**src/rtl/seg_scan.sv**
```systemverilog
// seg_scan: time-multiplexed driver for a bank of common-anode 7-segment
// digits. Each frame is double-buffered so that an update never tears
// mid-scan, and optional all-off cycles after each digit suppress ghosting.
module seg_scan #(
  parameter int DIGITS = 4,
  parameter int DIV    = 1000,
  parameter int BLANK  = 2
) (
  input  logic                i_clk,
  input  logic                i_rst,
  input  logic                i_en,
  input  logic                i_load,
  input  logic [8*DIGITS-1:0] i_seg,
  output logic [DIGITS-1:0]   o_an,
  output logic [7:0]          o_seg,
  output logic                o_frame
);

  localparam int MAXC = (DIV > BLANK) ? DIV : BLANK;
  localparam int CW   = (MAXC > 1) ? $clog2(MAXC) : 1;
  localparam int IW   = (DIGITS > 1) ? $clog2(DIGITS) : 1;
  localparam bit HAS_BLANK = (BLANK > 0);

  localparam logic [CW-1:0]     DIV_LAST   = CW'(DIV - 1);
  localparam logic [CW-1:0]     BLANK_LAST = CW'((BLANK > 0) ? BLANK - 1 : 0);
  localparam logic [IW-1:0]     IDX_LAST   = IW'(DIGITS - 1);
  localparam logic [DIGITS-1:0] AN_OFF     = '1;
  localparam logic [DIGITS-1:0] AN_D0      = ~DIGITS'(1);

  typedef enum logic [1:0] {S_IDLE, S_SHOW, S_BLANK} state_t;

  state_t                 r_state;
  logic [IW-1:0]          r_idx;
  logic [CW-1:0]          r_cnt;
  logic                   r_pend;
  logic [DIGITS-1:0][7:0] r_active;
  logic [DIGITS-1:0][7:0] r_pending;
  logic [DIGITS-1:0]      r_an;
  logic [7:0]             r_seg;
  logic                   r_frame;

  logic                   w_last_phase;
  logic                   w_boundary;
  logic                   w_swap;
  logic [IW-1:0]          w_idx_next;
  logic [DIGITS-1:0][7:0] w_active_nxt;
  logic [DIGITS-1:0][7:0] w_pending_nxt;
  logic                   w_pend_nxt;
  logic [DIGITS-1:0]      w_an_next;
  logic [7:0]             w_seg_next;

  // The last cycle of a digit is the end of its blank phase, or the end of
  // its lit phase when there is no blanking.
  assign w_last_phase = HAS_BLANK ? (r_state == S_BLANK && r_cnt == BLANK_LAST)
                                  : (r_state == S_SHOW  && r_cnt == DIV_LAST);

  // Frame boundary: leaving the last digit while still enabled. Buffers may
  // only change here or while idle, so a displayed frame is never mixed.
  assign w_boundary = i_en && w_last_phase && (r_idx == IDX_LAST);
  assign w_swap     = w_boundary || (r_state == S_IDLE);
  assign w_idx_next = (r_idx == IDX_LAST) ? '0 : r_idx + IW'(1);

  // Next contents of the double buffer; a load that lands on a swap goes
  // straight to the active buffer so the newest data is never delayed.
  // NOTE: every always_comb output gets a default first, otherwise a path
  // that skips an assignment infers a latch.
  always_comb begin
    w_active_nxt  = r_active;
    w_pending_nxt = r_pending;
    w_pend_nxt    = r_pend;
    if (i_load) begin
      w_pending_nxt = i_seg;
    end
    if (w_swap) begin
      if (i_load) begin
        w_active_nxt = i_seg;
      end else if (r_pend) begin
        w_active_nxt = r_pending;
      end
      w_pend_nxt = 1'b0;
    end else if (i_load) begin
      w_pend_nxt = 1'b1;
    end
  end

  // Anode select and segment pattern for the digit that lights next,
  // taken from the post-swap buffer so a new frame shows from digit 0.
  always_comb begin
    w_an_next  = AN_OFF;
    w_seg_next = 8'hFF;
    for (int k = 0; k < DIGITS; k++) begin
      if (w_idx_next == IW'(k)) begin
        w_an_next[k] = 1'b0;
        w_seg_next   = w_active_nxt[k];
      end
    end
  end

  // Frame buffers: pending holds the next frame, active is what is scanned.
  // NOTE: these small buffers are reset so the display is guaranteed dark
  // (8'hFF) before the first load; large memories normally are not reset.
  always_ff @(posedge i_clk or posedge i_rst) begin
    if (i_rst) begin
      r_active  <= '1;
      r_pending <= '1;
      r_pend    <= 1'b0;
    end else begin
      r_active  <= w_active_nxt;
      r_pending <= w_pending_nxt;
      r_pend    <= w_pend_nxt;
    end
  end

  // Scan FSM with registered outputs: IDLE (dark), SHOW (digit lit), BLANK.
  // NOTE: sequential state uses non-blocking assignments so every register
  // samples pre-edge values, independent of statement order.
  always_ff @(posedge i_clk or posedge i_rst) begin
    if (i_rst) begin
      r_state <= S_IDLE;
      r_idx   <= '0;
      r_cnt   <= '0;
      r_an    <= AN_OFF;
      r_seg   <= 8'hFF;
      r_frame <= 1'b0;
    end else begin
      r_frame <= w_boundary;
      if (!i_en) begin
        r_state <= S_IDLE;
        r_idx   <= '0;
        r_cnt   <= '0;
        r_an    <= AN_OFF;
        r_seg   <= 8'hFF;
      end else begin
        case (r_state)
          S_IDLE: begin
            r_state <= S_SHOW;
            r_idx   <= '0;
            r_cnt   <= '0;
            r_an    <= AN_D0;
            r_seg   <= w_active_nxt[0];
          end
          S_SHOW: begin
            if (r_cnt != DIV_LAST) begin
              r_cnt <= r_cnt + CW'(1);
            end else if (HAS_BLANK) begin
              r_state <= S_BLANK;
              r_cnt   <= '0;
              r_an    <= AN_OFF;
              r_seg   <= 8'hFF;
            end else begin
              r_idx <= w_idx_next;
              r_cnt <= '0;
              r_an  <= w_an_next;
              r_seg <= w_seg_next;
            end
          end
          S_BLANK: begin
            if (r_cnt != BLANK_LAST) begin
              r_cnt <= r_cnt + CW'(1);
            end else begin
              r_state <= S_SHOW;
              r_idx   <= w_idx_next;
              r_cnt   <= '0;
              r_an    <= w_an_next;
              r_seg   <= w_seg_next;
            end
          end
          default: begin
            r_state <= S_IDLE;
            r_idx   <= '0;
            r_cnt   <= '0;
            r_an    <= AN_OFF;
            r_seg   <= 8'hFF;
          end
        endcase
      end
    end
  end

  assign o_an    = r_an;
  assign o_seg   = r_seg;
  assign o_frame = r_frame;

endmodule

```
**config.mk**
```make
export PLATFORM = sky130hd
export DESIGN_NAME = seg_scan
export DESIGN_NICKNAME = d
export VERILOG_FILES = /design/src/rtl/seg_scan.sv
export SDC_FILE = /design/constraint.sdc
export NUM_CORES = 1
export LEC_CHECK = 0
export CORE_ASPECT_RATIO = 1.75
export CORE_MARGIN = 1.5
export CORE_UTILIZATION = 45
export CTS_BUF_LIST = sky130_fd_sc_hd__clkbuf_8 sky130_fd_sc_hd__clkbuf_16
export CTS_CLUSTER_DIAMETER = 120
export DETAILED_ROUTE_END_ITERATION = 6
export GPL_ROUTABILITY_DRIVEN = 0
export HOLD_SLACK_MARGIN = 0.02
export PLACE_DENSITY = 0.66
export SYNTH_ARGS = -nofsm -noshare
export SYNTH_HDL_FRONTEND = slang
export SYNTH_SLANG_ARGS = --single-unit
export TNS_END_PERCENT = 50
```
**constraint.sdc**
```tcl
create_clock -name i_clk -period 3.8 [get_ports i_clk]
set_input_delay 0.76 -clock i_clk [delete_from_list [all_inputs] [get_ports i_clk]]
set_output_delay 0.76 -clock i_clk [all_outputs]
set_load 0.02 [all_outputs]
```
==> results by stage, run 1 <==
Cells and area:
- The total of fill cells in the finished design is 901.
- The most common cell after layout, fill and taps aside is sky130_fd_sc_hd__dfstp_2.
- The layout cell share with drive strength beyond 1 is 35.4%.
- In the layout the commonest cells are sky130_fd_sc_hd__dfstp_2, sky130_fd_sc_hd__clkdlybuf4s50_1, sky130_fd_sc_hd__mux2_2, sky130_fd_sc_hd__nor2_1, sky130_fd_sc_hd__a21oi_1.
- The final instance area is ~5600 um2.
- Relative to the synthesized area, the layout overhead comes to 19.1%.
- The repair_antennas step left the layout with diodes totalling 0.
- At the end of the flow, the number of nets in the layout was between 500 and 600.

Global route:
- Global routing used between 20% and 30% of the available tracks across all layers.
- Entering global routing, the biggest net connects 59 pins.
- Summed over all layers, the global routing overflow is 0.
- The initial antenna violation count is 0.
- The wire length of the first global-routing pass is about 18000 um.
- The via count of the first global-routing pass is ~3500.

Yosys:
- Summing the sequential cell areas from Yosys gives 50.8% of the chip area.
- Counting flops and latches in the post-synthesis netlist gives between 90 and 100.
- A synthesized cell averages between 10 and 15 um2.
- Sorting the synthesized cells by area gives the leading types as sky130_fd_sc_hd__dfstp_2, sky130_fd_sc_hd__mux2_2, sky130_fd_sc_hd__dfrtp_1, sky130_fd_sc_hd__mux2i_1, sky130_fd_sc_hd__nor2_1.
- The area share of the largest cell type after synthesis is 42.3%.
- Counting every instance in the synthesized netlist gives 415.
- During synthesis, Yosys emitted a total of 0 warnings.
- After synthesis the cells add up to 4720 um2.
- The synthesized netlist contains 53 unique library cells.
- The cell taking the most area after synthesis is sky130_fd_sc_hd__dfstp_2.
- Synthesis produced a netlist with a net count of between 400 and 500.

STA:
- The max-slew violation total from the final report is 0.
- On the final layout, the worst clock skew is between 0.005 and 0.006 ns.
- Across all setup checks in the final design, the least slack found is 0.809 ns.
- Setup violations remaining at the end of the flow were counted as 0.
- The part of the cycle the worst path needs is 78.7%.
- The final hold violation count came to 0.
- After routing, the total negative slack on setup checks comes to 0 ns.
- The post-layout minimum cycle time is 2.99 ns.
- At the pin with the least slew margin, the transition time is 0.621 ns.
- Setup repair after global routing left no endpoint under its margin.
- Static timing analysis puts the maximum clock frequency at 334 MHz.
- The worst pin sits at a relative slew slack of 58.6%.

Setup path:
- The delay of the slowest cell on the worst path is 0.58 ns.
- The number of gates on the worst path with buffers counted is 8.
- The signal on the critical path passes through inv_1 > ha_1 > and4_1 > a41o_1 > mux2_2 > or4_1 > o221ai_1 > a21oi_1.
- The kind of cell with the highest combined delay along the critical path is simple AND/OR/NAND/NOR gates.
- The largest individual stage delay along the critical path comes from the cell sky130_fd_sc_hd__a41o_1.
- The worst setup path is captured at a flip-flop.
- The worst setup path is launched from a flip-flop.
- The first element of the critical path is r_state[0].
- The setup path with the least slack is of type flip-flop to flip-flop.
- Of all nets on the critical path, the largest fanout is 12.
- In this run the register-to-register setup slack is 0.81 ns.
- The worst register-to-register path ends at o_seg[7].
- Together, buffers and inverters on the worst path number 1.
- The critical register-to-register path startpoint is r_state[0].
- STA puts the critical path data required time at 4.07 ns.
- Data arrives at the worst endpoint at 3.26 ns.
- In this run the worst setup path terminates at o_seg[7].
- For the worst flop-to-flop path, the logic depth is 8.

CTS:
- The number of buffers inserted to repair setup after CTS is 0.
- The total clock sinks is 92.
- For the worst-skew pair, the clock arrives at the later sink with an insertion delay of ~0.35 ns.
- The maximum buffer depth of the clock tree is 2.
- The count of H-tree levels built during CTS is 3.
- Gates resized during post-CTS repair numbered 0.
- The number of buffers created by CTS is 9.
- The number of hold-repair buffers added at the cts stage is 0.
- The post-CTS clock slew at the launch and capture registers of the worst setup and hold paths is 0.07 ns.
- The root buffer selected by CTS is sky130_fd_sc_hd__clkbuf_16.
- The clock tree from TritonCTS is yes.

Place:
- The instance area after placement is 5320 um2.
- Before CTS, the worst setup slack after placement is approximately 0.59 ns.
- After legalization and detailed placement, the total HPWL measured approximately 8000 um.
- The count of buffers added on input and output ports is 48.

Power:
- The maximum ir drop on the vdd rail is about 370 uV.
- The leakage power summed over all cells is 2.28 nW.
- In this run the power density over the cells is approximately 700 nW/um2.
- The post-layout total power is 3.93 mW.

Min path:
- The worst min-delay path class is flip-flop to flip-flop.

Floorplan:
- From bottom edge to top edge, the die measures around 140 um.
- The number of rows created at floorplan is 49.
- The effective utilization at floorplan is 46.1%.
- The core region is 10200 um2.
- Pin placement for this block handled 49 I/O pins.
- The die extent in x is 80.4 um.
- The overall die area is 11100 um2.

Route:
- The routed layout has 3339 vias.
- The number of nets with antenna violations after routing is 0.
- The average wire per cell in the routed design is about 18 um.
- The routed via count divided by cell count is roughly 5.6.
- After detailed routing, the number of remaining DRC violations is 0.
- In this run, the number of DRC markers left after iteration 0 of detailed routing was about 160.
- The number of optimization iterations in the first detailed-route pass is 4.
- Wires add up to about 11000 um.

Run status:
- The flow ran to the end, and the final reports show no timing, DRC or antenna violations.

Run:
- The tool flagged a number of max-cap violations equal to 0.
-- kinds of logic after synthesis --
family          Yosys count  synth area share [%]
simple gates            107                  12.0
compound gates           99                  15.4
flops                    92                  50.8
mux                      57                  13.5
buf+inv                  41                  4.05
fa+ha+maj                10                  2.65
xor+xnor                  9                  1.67
-- worst min path at each step --
stage | start | endpoint | cells past startpoint | slack, ns
after CTS | r_active[7] | r_active[7] | 2 | 0.47
final | r_active[7] | r_active[7] | 2 | 0.47
after global placement | r_active[7] | r_active[7] | 2 | 0.46
after global routing | r_active[7] | r_active[7] | 2 | 0.49
after detailed placement | r_active[7] | r_active[7] | 2 | 0.46
after floorplan | r_active[7] | r_active[7] | 2 | 0.44
-- cell usage after synthesis, drive strengths merged --
library cell / number
a2111oi: 4
a211oi: 5
a21boi: 2
a21oi: 21
a22o: 5
a2bb2oi: 5
a311oi: 1
a31o: 1
a31oi: 1
a41o: 2
and2: 5
and3: 5
and3b: 1
and4: 1
buf: 13
clkbuf: 9
dfrtp: 16
dfstp: 76
ha: 10
inv: 19
mux2: 40
mux2i: 17
nand2: 18
nand2b: 7
nand3: 10
nand3b: 1
nand4: 4
nor2: 36
nor2b: 5
nor4: 2
o21a: 11
o21ai: 22
o221a: 5
o221ai: 1
o22a: 2
o22ai: 5
o2bb2ai: 1
o311a: 2
o31ai: 2
o41ai: 1
or2: 6
or3: 5
or4: 1
xnor2: 5
xor2: 4
-- tightest hold or removal path: cells and delay by family (launching register included) --
family        cells  cell delay (ns)
simple gates      2             0.10
flops             1             0.38
-- metal layers --
| layer | vias up | GRT usage [%] | wire, um |
|---|---|---|---|
| li1 | 1575 | - | - |
| met1 | 1653 | 22.9 | 4080 |
| met2 | 77 | 37.3 | 5970 |
| met3 | 34 | 4.03 | 363 |
| met4 | 0 | 13.6 | 541 |
| met5 | - | 0 | 0 |
-- stage by stage --
step / hold slack (ns) / util (%) / cells
final: 0.470 / 54.9 / 593
after global routing: 0.488 / 54.9 / 593
after CTS: 0.470 / 54.9 / 593
after detailed placement: 0.460 / 51.9 / 577
after global placement: 0.457 / 51.9 / 577
after floorplan: 0.442 / - / 415
-- layout make-up --
cell class	instances	area, um2	area share [%]
flip-flops and latches	92	2400	42.6
multi-input cells	282	2130	37.9
repair buffers	57	556	9.88
clock buffers	9	225	4.01
well taps	127	159	2.83
clock inverters	7	80.1	1.42
inverters	19	72.6	1.29
-- flip-flops by register name, indices dropped and copies added, names as in the netlist --
signal,count
o_seg,8
r_pend,1
r_idx,2
r_state,2
r_active,32
o_an,4
r_cnt,10
r_pending,32
o_frame,1
-- report_power, final --
part | total (mW) | switching (mW) | internal, mW
registers | 1.53 | 0.122 | 1.41
logic | 1.47 | 0.790 | 0.682
clock network | 0.925 | 0.406 | 0.520
total | 3.93 | 1.32 | 2.61
Note: power is estimated with default switching activity, not from simulation.
==> inputs of run 2 (changes only) <==
PLACE_DENSITY = 0.68   (was 0.66)
clock period = 2.6 ns   (was 3.8 ns; I/O delays follow)
==> results by stage, run 2 (synthesized netlist as in run 1, its figures left out) <==
Setup path:
- Traced cell by cell, the critical path runs through inv_1 > ha_1 > and4_1 > a41o_2 > buf_12 > mux2_4 > a2111oi_0 > a21oi_1.
- On the critical path, the stage with the largest delay is an instance of sky130_fd_sc_hd__a2111oi_0.
- The sort of element at the start of the critical path is a flip-flop.
- The data required time at the worst endpoint is 2.85 ns (-1.22 ns).
- The critical path arrival is 2.79 ns (-0.47 ns).
- The worst setup path is captured at a flip-flop.
- The delay of the slowest cell on the worst path is 0.54 ns (-0.04 ns).
- The cell type group with the largest total delay on the critical path is compound AO/OA/AOI/OAI gates.
- The type of the setup path with the least slack is flip-flop to flip-flop.
- The total buffers and inverters traversed by the critical path was 2 (+1).
- The top fanout value on the critical path is 14 (+2).

Route:
- The number of optimization iterations in the first detailed-route pass is 4 (unchanged).
- The number of nets with antenna violations after routing was 0 (unchanged).
- The average wire per cell in the routed design came to 17.8 um (-3.6%).
- The count of unresolved DRC violations after routing is 0 (unchanged).
- The routed via count divided by cell count was 5.55 (-1.4%).
- The via count came to 3355 (+0.48%).
- The number of DRC markers after the initial detailed-route iteration is 227 (+38%).
- The sum of routed wire length over all layers is 10800 um (-1.8%).

Power:
- The power per standard cell area came to 1010 nW/um2 (+44%).
- The leakage power summed over all cells is 2.32 nW (+1.9%).
- The maximum ir drop on the vdd rail is 557 uV (+51%).
- The post-layout total power is 5.77 mW (+47%).

Floorplan:
- The die height is 138 um (unchanged).
- The overall die area came to 11100 um2 (unchanged).
- The effective utilization at floorplan came to 46.1% (unchanged).
- The number of rows created at floorplan is 49 (unchanged).
- The die extent in x is 80.4 um (unchanged).
- The area inside the core boundary was 10200 um2 (unchanged).
- The number of ports placed on the die boundary is 49 (unchanged).

Run status:
- The run finished with clean final reports.

STA:
- The max-slew violation total from the final report is 0 (unchanged).
- The worst-case clock skew is 0.00778 ns (+0.00184 ns).
- The final hold violation count was 0 (unchanged).
- The post-layout minimum cycle time is 2.54 ns (-0.450 ns).
- The part of the cycle the worst path needs is 97.8% (+19 points).
- The slew of the pin with the lowest slew margin is 0.604 ns (-0.0170 ns).
- The number of setup violations in the final report is 0 (unchanged).
- The remaining max-slew budget at the tightest pin is 59.7% (+1.1 points).
- Setup repair after global routing left no endpoint under its margin.
- The worst-case hold slack was 0.472 ns (+0.00123 ns).
- The achievable clock frequency is 393 MHz (+18%).

CTS:
- The count of H-tree levels built during CTS is 3 (unchanged).
- The number of buffers created by CTS is 9 (unchanged).
- The clock latency of the later-clocked register in the worst-skew pair is 0.34 ns (about the same).
- The number of hold-repair buffers added at the cts stage is 0 (unchanged).
- The post-CTS clock slew at the launch and capture registers of the worst setup and hold paths is 0.07 ns (about the same).
- The number of buffers inserted to repair setup after CTS was 0 (unchanged).
- The maximum buffer depth of the clock tree is 2 (unchanged).
- TritonCTS built the clock tree.
- The total clock sinks is 92 (unchanged).
- The root buffer selected by CTS is sky130_fd_sc_hd__clkbuf_16.
- The post-cts resize count is 0 (unchanged).

Cells and area:
- The count of inserted antenna diode cells is 0 (unchanged).
- The total of fill cells in the finished design came to 875 (-2.9%).
- In the final layout, the registers with the most flip-flops are r_active x32, r_pending x32, r_cnt x10.
- Compared with the post-synthesis result, the final layout area differs by 21.1%.
- The layout cell share with drive strength beyond 1 is 37.1% (+1.7 points).
- The net count reported at finish is 518 (+2.2%).
- In the layout the commonest cells are sky130_fd_sc_hd__dfstp_2, sky130_fd_sc_hd__clkdlybuf4s50_1, sky130_fd_sc_hd__mux2_2, sky130_fd_sc_hd__nor2_1, sky130_fd_sc_hd__a21oi_1.
- The share of the core filled with cells is 55.8% (+0.92 points).
- The library cell used most frequently in the layout, excluding fill and tap cells, is sky130_fd_sc_hd__dfstp_2.

Run:
- The number of violations of the max-capacitance limit is 0 (unchanged).

Global route:
- The wire length of the first global-routing pass is 17700 um (-0.70%).
- The largest net degree at the start of global routing is 78 (+32%).
- The global-route total usage across every layer was 20.9% (-0.55 points).
- The initial antenna violation count is 0 (unchanged).
- The via count of the first global-routing pass is 3525 (+0.77%).
- The remaining global-route overflow is 0 (unchanged).

Place:
- The HPWL reported at the end of detailed placement is 7760 um (-3.6%).
- The number of buffer cells added on primary ports is 48 (unchanged).

Min path:
- The path class of the tightest hold or removal check is flip-flop to flip-flop.
[run 2: cell count changes in the layout (fill, tap and decap cells not counted)]
cell / change
sky130_fd_sc_hd__clkinv_4: -2
sky130_fd_sc_hd__buf_4: +9
sky130_fd_sc_hd__clkinvlp_4: +2
sky130_fd_sc_hd__clkinv_2: -1
sky130_fd_sc_hd__inv_8: +2
sky130_fd_sc_hd__buf_12: +2
sky130_fd_sc_hd__a41o_2: +1
sky130_fd_sc_hd__bufinv_16: -1
sky130_fd_sc_hd__a41o_1: -1
[run 2: report_power, final]
group          switching, mW  internal (mW)  leakage [nW]
Clock                  0.605          0.673         0.141
Combinational           1.18           1.07          1.16
Sequential             0.176           2.06          1.02
Total                   1.96           3.80          2.32
[run 2: cell type report]
class	instances	area, um2	area share (%)
Clock inverter	7	62.6	1.09
Inverter	19	75.1	1.31
Clock buffer	9	225	3.94
Tap cell	127	159	2.78
Sequential cell	92	2400	41.9
Timing Repair Buffer	68	663	11.6
Multi-Input combinational cell	282	2130	37.3
[run 2: through the flow]
stage	instance area, um2	setup TNS (ns)	std cells	setup slack (ns)
2_1_floorplan	4720	0	415	0.330
3_3_place_gp	5430	-0.154	588	-0.0835
3_5_place_dp	5430	-0.482	588	-0.214
4_1_cts	5710	0	604	0.0175
5_1_grt	5720	0	604	0.0164
6_report	5720	0	604	0.0583
[run 2: final timing paths]
path                               from      endpoint  slack (ns)  cells after the start
setup / recovery               r_cnt[1]      o_seg[7]        0.06                      8
hold / removal             r_pending[2]  r_pending[2]        0.47                      2
setup reg to reg               r_cnt[1]      o_seg[7]        0.06                      8
hold reg to reg            r_pending[2]  r_pending[2]        0.47                      2
max in group asynchronous         i_rst       o_an[1]        1.36                      3
min in group asynchronous         i_rst  r_pending[4]        0.78                      2
[run 2: tightest hold or removal path, cell delays in order (launching register included)]
cell and delay, ns:
sky130_fd_sc_hd__dfstp_2 0.37, sky130_fd_sc_hd__inv_1 0.04, sky130_fd_sc_hd__o21ai_0 0.06
[run 2: per-layer routing]
layer  GRT usage (%)  wire length, um
met1            23.8             4170
met2            35.4             5610
met3            3.17              398
met4            13.1              581
met5               0                0
==> inputs of run 3 (changes only) <==
DONT_BUFFER_PORTS = 1   (was default)
PLACE_DENSITY = 0.62   (was 0.68)
==> results by stage, run 3 (synthesized netlist as in run 1, its figures left out) <==
Run status:
- The flow ran to the end, and the final reports show no timing, DRC or antenna violations.

CTS:
- The cell sitting at the root of the clock tree is a sky130_fd_sc_hd__clkbuf_16.
- The number of buffers inserted to repair setup after CTS is 0 (unchanged).
- The number of buffers created by CTS is 9 (unchanged).
- The clock tree from TritonCTS is yes.
- The clock latency of the later-clocked register in the worst-skew pair is 0.34 ns (about the same).
- The post-CTS clock slew at the launch and capture registers of the worst setup and hold paths is 0.07 ns (about the same).
- The count of H-tree levels built during CTS is 3 (unchanged).
- The number of hold-repair buffers added at the cts stage was 0 (unchanged).
- The total clock sinks is 92 (unchanged).
- The maximum buffer depth of the clock tree is 2 (unchanged).

STA:
- The slew of the pin with the lowest slew margin is 0.626 ns (+0.0222 ns).
- The remaining max-slew budget at the tightest pin was 58.2% (-1.5 points).
- The part of the cycle the worst path needs was 95.7% (-2.0 points).
- The worst-case clock skew is 0.00629 ns (-0.00150 ns).
- The achievable clock frequency is 402 MHz (+2.1%).
- The final hold violation count came to 0 (unchanged).
- The worst-case hold slack is 0.200 ns (-0.272 ns).
- The number of setup violations in the final report came to 0 (unchanged).
- The setup total negative slack is 0 ns (unchanged).
- Setup repair after global routing left no endpoint under its margin.
- The max-slew violation total from the final report is 0 (unchanged).
- The post-layout minimum cycle time is 2.49 ns (-0.0528 ns).

Route:
- The number of optimization iterations in the first detailed-route pass is 4 (unchanged).
- The via count came to 3130 (-6.7%).
- The number of nets with antenna violations after routing is 0 (unchanged).
- The count of unresolved DRC violations after routing was 0 (unchanged).
- The average wire per cell in the routed design is 19.1 um (+7.3%).
- The number of DRC markers after the initial detailed-route iteration was 128 (-44%).
- The routed via count divided by cell count is 5.68 (+2.3%).
- The sum of routed wire length over all layers is 10500 um (-2.2%).

Cells and area:
- The area used by multi-input combinational logic is 2130 um2 (unchanged).
- Relative to the synthesized area, the layout overhead comes to 10.5%.
- The library cell used most frequently in the layout, excluding fill and tap cells, is sky130_fd_sc_hd__dfstp_2.
- The count of inserted antenna diode cells was 0 (unchanged).
- In the layout the commonest cells are sky130_fd_sc_hd__dfstp_2, sky130_fd_sc_hd__mux2_2, sky130_fd_sc_hd__nor2_1.
- The sequential cell area was 2400 um2 (unchanged).
- In the final layout, the registers with the most flip-flops are r_active x32, r_pending x32, r_cnt x10.
- The total of fill cells in the finished design is 926 (+5.8%).
- The net count reported at finish was 465 (-10%).
- The layout cell share with drive strength beyond 1 is 40.3% (+3.2 points).
- The share of the core filled with cells is 51.0% (-4.9 points).

Global route:
- After global routing, the most crowded layer is met2.
- The met3 global-route usage was 4.69% (+1.5 points).
- The global routing usage on met1 is 23.4% (-0.41 points).
- The remaining global-route overflow is 0 (unchanged).
- The global-route total usage across every layer is 20.6% (-0.25 points).
- The wire length of the first global-routing pass was 17500 um (-1.1%).
- The global-route met2 utilization was 35.5% (+0.044 points).
- The via count of the first global-routing pass was 3367 (-4.5%).
- The largest net degree at the start of global routing came to 93 (+19%).
- The initial antenna violation count is 0 (unchanged).

Floorplan:
- The effective utilization at floorplan is 46.1% (unchanged).
- The number of ports placed on the die boundary is 49 (unchanged).
- The number of rows created at floorplan is 49 (unchanged).
- The die extent in x was 80.4 um (unchanged).
- The die height is 138 um (unchanged).
- The overall die area is 11100 um2 (unchanged).
- The area inside the core boundary was 10200 um2 (unchanged).

Setup path:
- The internal reg-to-reg setup slack is 0.11 ns (+0.05 ns).
- The cell count of the worst reg-to-reg path is 8 (unchanged).
- The critical path arrival was 2.74 ns (-0.05 ns).
- The data required time at the worst endpoint is 2.86 ns (about the same).
- The kind of end point of the critical path is a flip-flop.
- The top fanout value on the critical path came to 10 (-4).
- The sort of element at the start of the critical path is a flip-flop.
- The critical path is of the flip-flop to flip-flop type.

Power:
- The leakage power summed over all cells is 2.11 nW (-8.9%).
- The maximum ir drop on the vdd rail came to 528 uV (-5.2%).
- The power per standard cell area is 1090 nW/um2 (+7.9%).

Min path:
- The path class of the tightest hold or removal check is primary input to async pin.

Place:
- The number of buffer cells added on primary ports was 0 (-100%).
- The HPWL reported at the end of detailed placement is 7690 um (-0.99%).

Run:
- The number of violations of the max-capacitance limit is 0 (unchanged).
==> run 3: where the power goes <==
group	internal, mW	total [mW]	switching, mW
logic	0.911	1.96	1.05
registers	2.06	2.31	0.250
clock network	0.822	1.40	0.583
total	3.80	5.68	1.88
==> run 3: repair_timing <==
action                     in CTS  in global routing
setup endpoints to repair       0                  4
resized for setup               0                  1
hold endpoints to repair        0                  0
==> run 3: cell type report <==
type	instances	area share (%)
multi-input cells	282	40.9
repair buffers	15	2.40
flip-flops and latches	92	45.9
clock inverters	6	1.49
well taps	127	3.05
clock buffers	10	4.80
inverters	19	1.44
==> run 3: per-layer routing <==
metal  vias to the layer above  wire, um
li1                       1487         -
met1                      1557      4010
met2                        60      5670
met3                        26       439
met4                         0       413
met5                         -         0
==> run 3: final timing paths <==
kind | to | startpoint
worst max-delay path | o_seg[7] | r_cnt[1]
worst min-delay path | r_pend | i_rst
worst max register to register | o_seg[7] | r_cnt[1]
worst min register to register | r_active[7] | r_active[7]
max in group asynchronous | r_active[13] | i_rst
min in group i_clk | o_an[0] | i_en
==> run 3: through the flow <==
step	instances	setup slack [ns]	total power, mW	cell area [um2]
after floorplan	415	0.330	3.84	4720
after global placement	535	0.235	4.23	4890
after detailed placement	535	0.117	4.29	4890
after CTS	551	0.0826	5.72	5220
after global routing	551	0.0449	6.01	5220
final	551	0.111	5.68	5220
==> run 3: critical path, cell delays in order, from the launching register on <==
cell and delay, ns:
sky130_fd_sc_hd__dfrtp_1 0.41, sky130_fd_sc_hd__inv_1 0.07, sky130_fd_sc_hd__ha_1 0.22, sky130_fd_sc_hd__and4_1 0.30, sky130_fd_sc_hd__a41o_2 0.29, sky130_fd_sc_hd__buf_4 0.22
sky130_fd_sc_hd__mux2_4 0.33, sky130_fd_sc_hd__a2111oi_0 0.45, sky130_fd_sc_hd__a21oi_1 0.12
==> variant 1, RTL diff (settings of run 3) <==
Reset style: synchronous (`i_rst`), changed in 2 clocked blocks.
--- a/src/rtl/seg_scan.sv
+++ b/src/rtl/seg_scan.sv
@@ -100,5 +100,5 @@
   // NOTE: these small buffers are reset so the display is guaranteed dark
   // (8'hFF) before the first load; large memories normally are not reset.
-  always_ff @(posedge i_clk or posedge i_rst) begin
+  always_ff @(posedge i_clk) begin
     if (i_rst) begin
       r_active  <= '1;
@@ -115,5 +115,5 @@
   // NOTE: sequential state uses non-blocking assignments so every register
   // samples pre-edge values, independent of statement order.
-  always_ff @(posedge i_clk or posedge i_rst) begin
+  always_ff @(posedge i_clk) begin
     if (i_rst) begin
       r_state <= S_IDLE;
Behaviour: differs if i_rst is asserted again (counterexample within 4 cycles, from zero or initial values and one cycle with i_rst high); with i_rst held inactive, the same outputs for 10 cycles.
==> variant 1 against run 3 <==
  * Synthesized cell count is 31% higher
  * Final cell count grew 20%
  * Setup slack better by 16 ps
  * Area after synthesis shrank 1.9%
  * Maximum frequency up 0.66%
  * Worst hold slack gained 49 ps
  * Largest cell class is now multi-input combinational cells
  * Sequential cell count unchanged
  * Cell area is 2.1% lower
  * Wire length is 20% higher
Power is not compared: it rests on default switching activity, and its combinational part moved more than twofold at a synthesized area within 25%.
==> variant 1: results (changes against run 3) <==
most frequent cells after synthesis 92 x dfxtp_1, 71 x nand2_1, 41 x nor2_1; ratio of cells with drive above 1 in the final layout 0.08022 (-0.3231); most common flop cell mapped by yosys dfxtp_1; post-detail-place hpwl 8853 microns (+15%); Crit Path Max Fanout 26 (+16); CP arrival 2770 ps (+30 ps); Final nets 576 (+24%); setup slack, reg-to-reg 130 ps (+20 ps); Avg Vias per Cell 6.085 (+7.1%); DRT Pass-1 Iters 5 (+1); global-route wire length before repair 19840 microns (+14%); Filler cells 958 (+3.5%); HP Class in -> reg; drt total wl 12610 microns (+20%); largest net degree at the start of global routing 86 (-7.5%); DRT iter0 DRCs 330 (+160%); Post-Synth XOR/XNOR Area 0.01512 (-0.001575); clk_skew 4.117 ps (-2.171 ps); number of global-route vias before repair 3794 (+13%); post-synthesis mux area share 0.05644 (-0.07820); Crit-path slowest cell dfxtp_1; Rel. slew slack 0.4382 (-0.1437); adder-cell share of the synthesized area 0.02430 (-0.002199); outcome completed; post-synthesis net count 587 (+27%)
## variant 1: cell types whose count changed in the layout (fill, tap and decap cells not counted), moves of 16 or more
cell,before,now
nand2_1,18,71
nand3_1,9,31
mux2_2,36,1
dfrtp_1,16,0
dfstp_2,76,0
dfxtp_1,0,92
## variant 1: area by class of cell
class | instances | area share
clock buffer | 9 | 0.04409
clock inverter | 7 | 0.02229
inverter | 8 | 0.005878
multi-input combinational | 401 | 0.5062
sequential | 92 | 0.3605
tap | 125 | 0.03061
timing repair buffer | 19 | 0.03037
## variant 1: metal layers
metal | global-route usage | wire length (microns) | part of all wire | vias to the layer above
met5 | 0 | 0 | 0 | -
met4 | 0.1004 | 366 | 0.029 | 0
met3 | 0.05232 | 590 | 0.047 | 24
met2 | 0.4237 | 6502 | 0.52 | 109
met1 | 0.2734 | 5147 | 0.41 | 1939
li1 | - | - | - | 1950
## variant 1: per-stage QoR
step | std cells | instance area (sq um) | setup slack (ps) | total power, mW | utilization
2_1_floorplan | 542 | 4633 | 584.8 | 1.905 | -
3_3_place_gp | 645 | 4770 | 284.0 | 1.981 | 0.4784
3_5_place_dp | 645 | 4770 | 215.1 | 1.992 | 0.4784
4_1_cts | 661 | 5109 | 189.8 | 3.486 | 0.5124
5_1_grt | 661 | 5109 | 2.528 | 3.593 | 0.5124
6_report | 661 | 5109 | 127.5 | 3.469 | 0.5124
## variant 1: cell families (layout without fill, tap and decap cells)
| group | after synthesis | in the layout |
|---|---|---|
| AO/OA/AOI/OAI | 149 | 149 |
| XOR/XNOR | 8 | 8 |
| adder cells (fa/ha/maj) | 9 | 9 |
| buffers and inverters | 49 | 43 |
| flip-flops | 92 | 92 |
| multiplexers | 26 | 26 |
| AND/OR/NAND/NOR | 209 | 209 |
## variant 1: path summary, 6_finish.rpt
path                                      end           from  cells after the start
worst max-delay path                 o_seg[5]       r_idx[0]                      8
worst min-delay path                   r_pend          i_rst                      1
worst max register to register       o_seg[5]       r_idx[0]                      8
worst min register to register  r_pending[29]  r_pending[29]                      2
## variant 1: where the power goes
part	internal, mW	leakage (nW)	total, mW	switching [mW]
combinational	0.181	1.00	0.398	0.217
sequential	1.50	0.760	1.57	0.0672
clock	0.938	0.170	1.50	0.566
==> variant 2, RTL diff (config.mk and constraints of run 3) <==
Without the edit above. Set the parameter `BLANK` to 4 (it was 2).
--- a/src/rtl/seg_scan.sv
+++ b/src/rtl/seg_scan.sv
@@ -5,5 +5,5 @@
   parameter int DIGITS = 4,
   parameter int DIV    = 1000,
-  parameter int BLANK  = 2
+  parameter int BLANK  = 4
 ) (
   input  logic                i_clk,
Check against the original RTL: no difference found for any inputs over 10 cycles, from zero or initial values and one cycle with i_rst high; that may be too few to reach the edited logic, so the function may still have changed.
==> variant 2 against run 3 <==
  * The flow now finishes with violations (setup timing)
  * Core utilization is 4.7 points higher
  * Wire length rose by 0.39%
  * Highest routed layer unchanged
  * Combinational power up 15%
  * Sequential cell count did not move
  * Critical endpoint is now o_seg[0]
  * Critical path type unchanged
  * Area after synthesis is 3.5% lower
  * Cell area up 5.1%
  * Worst hold slack worse by 2.6 ps
  * Setup slack got worse by 360 ps
  * Total power grew 4.0%
  * Non-clock buffer count grew 41
  * Largest power group unchanged
  * Critical path depth rose by 1
==> variant 2: results (changes against run 3) <==
outcome complete, but fails checks; failing checks setup timing; Worst R2R Path Depth 9 (+1); # diodes 0 (unchanged); Crit Path Max Fanout 6 (-4); post-synthesis net count 454 (-1.5%); Fin Setup TNS -1729 ps (-1729 ps); maximum clock insertion buffer count 2 (unchanged); ratio of cells with drive above 1 in the final layout 0.4425 (+0.03921); CTS Buf Count 9 (unchanged); H-tree depth 3 (unchanged); Cell variety after synth 50 (-5.7%); Mapped Cells 409 (-1.4%); Final nets 501 (+7.7%); NetSw 1.909 mW (+1.4%); Regs by FF count r_active: 32 flops, r_pending: 32 flops, r_cnt: 10 flops; most common flop cell mapped by yosys dfstp_2; DRT Pass-1 Iters 4 (unchanged); main area contributors after synthesis dfstp_2 44%, mux2_2 8.9%, dfrtp_1 8.8%, mux2i_1 4.4%, nand2_1 2.7%; DRT iter0 DRCs 155 (+21%); clk_skew 9.159 ps (+2.871 ps); Place WS -318.4 ps (-435.7 ps); HP Class in -> async; Leak 2.259 nW (+6.8%); drt total wl 10570 microns (+0.39%); placed inst area 0.005047 sq mm (+3.3%); Final setup viols 8 (+8); Layout Cells excl Fill 586 (+6.4%); Hold Worst Slack 197.4 ps (-2.576 ps); # placed instances 564 (+5.4%); Filler cells 883 (-4.6%); CP arrival 3120 ps (+380 ps); number of global-route vias before repair 3447 (+2.4%); FF-to-FF End o_seg[0]; VDD IR max 0.4842 mV (-8.3%); clk slew on worst S/H paths 70 ps (about the same); Async SR Flop Fraction 1.000 (unchanged); global-route wire length before repair 16840 microns (-3.6%); register area share after synthesis 0.5261 (+0.01827); number of port buffers 0 (unchanged); worst skew pair latency 350 ps; synth warn 0 (unchanged); clock root buffer clkbuf_16; largest net degree at the start of global routing 93 (unchanged); final worst setup slack -249.4 ps (-360.5 ps); most frequent cells after synthesis 76 x dfstp_2, 36 x mux2_2, 33 x nand2_1; worst r2r src r_cnt[1]; gr usage total 0.2067 (+0.0006332); Avg Vias per Cell 5.580 (-1.8%); Rel. slew slack 0.5972 (+0.01527); post-detail-place hpwl 7619 microns (-0.88%)
[variant 2: repair_timing]
| action | in CTS | in global routing |
|---|---|---|
| resized for setup | 11 | 4 |
| buffers inserted | 2 | 3 |
| pin swaps | 2 | 3 |
| cloned | 0 | 1 |
| setup endpoints to repair | 8 | 10 |
[variant 2: power by group through the flow]
stage	sequential [mW]	clock, mW	combinational [mW]
3_3_place_gp	2.32	0	2.01
3_5_place_dp	2.34	0	2.05
4_1_cts	2.33	1.37	2.17
5_1_grt	2.37	1.43	2.44
2_1_floorplan	2.26	0	1.40
6_report	2.33	1.33	2.25
[variant 2: routing by layer]
| layer | track usage | routed length, microns | up-vias |
|---|---|---|---|
| met3 | 0.04631 | 397 | 20 |
| met1 | 0.2169 | 3882 | 1635 |
| met2 | 0.3780 | 5873 | 72 |
| met4 | 0.1053 | 415 | 0 |
| met5 | 0 | 0 | - |
| li1 | - | - | 1543 |
[variant 2: cells by family (layout without fill, tap and decap cells)]
logic type	after synthesis	after routing	synth area share
buffers and inverters	49	101	0.04475
flip-flops	92	92	0.5261
AND/OR/NAND/NOR	112	112	0.1236
multiplexers	56	56	0.1329
AO/OA/AOI/OAI	82	82	0.1307
XOR/XNOR	9	9	0.01730
adder cells (fa/ha/maj)	9	9	0.02471
[variant 2: worst max-delay path by stage]
stage	from	to	slack, ps
2_1_floorplan	r_cnt[0]	o_seg[0]	-450
4_1_cts	r_cnt[1]	o_seg[3]	-230
3_5_place_dp	r_cnt[0]	o_seg[6]	-320
3_3_place_gp	r_cnt[1]	o_seg[6]	-260
5_1_grt	r_cnt[9]	o_seg[5]	-310
6_report	r_cnt[1]	o_seg[0]	-250
[variant 2: critical path, cell delays in order (launching register included)]
cell	delay (ps)
dfrtp_1	380
ha_2	180
or4b_4	460
or4_4	450
a21oi_4	250
buf_12	170
buf_6	140
mux2i_4	270
a221oi_1	120
o32a_1	360
[variant 2: layout make-up]
class	count	area (sq um)	share of cell area
clock inverter	6	68.82	0.01255
multi-input combinational	268	2041	0.3720
inverter	29	112.6	0.02053
timing repair buffer	56	470.5	0.08577
sequential	92	2397	0.4370
clock buffer	10	239.0	0.04357
tap	125	156.4	0.02851
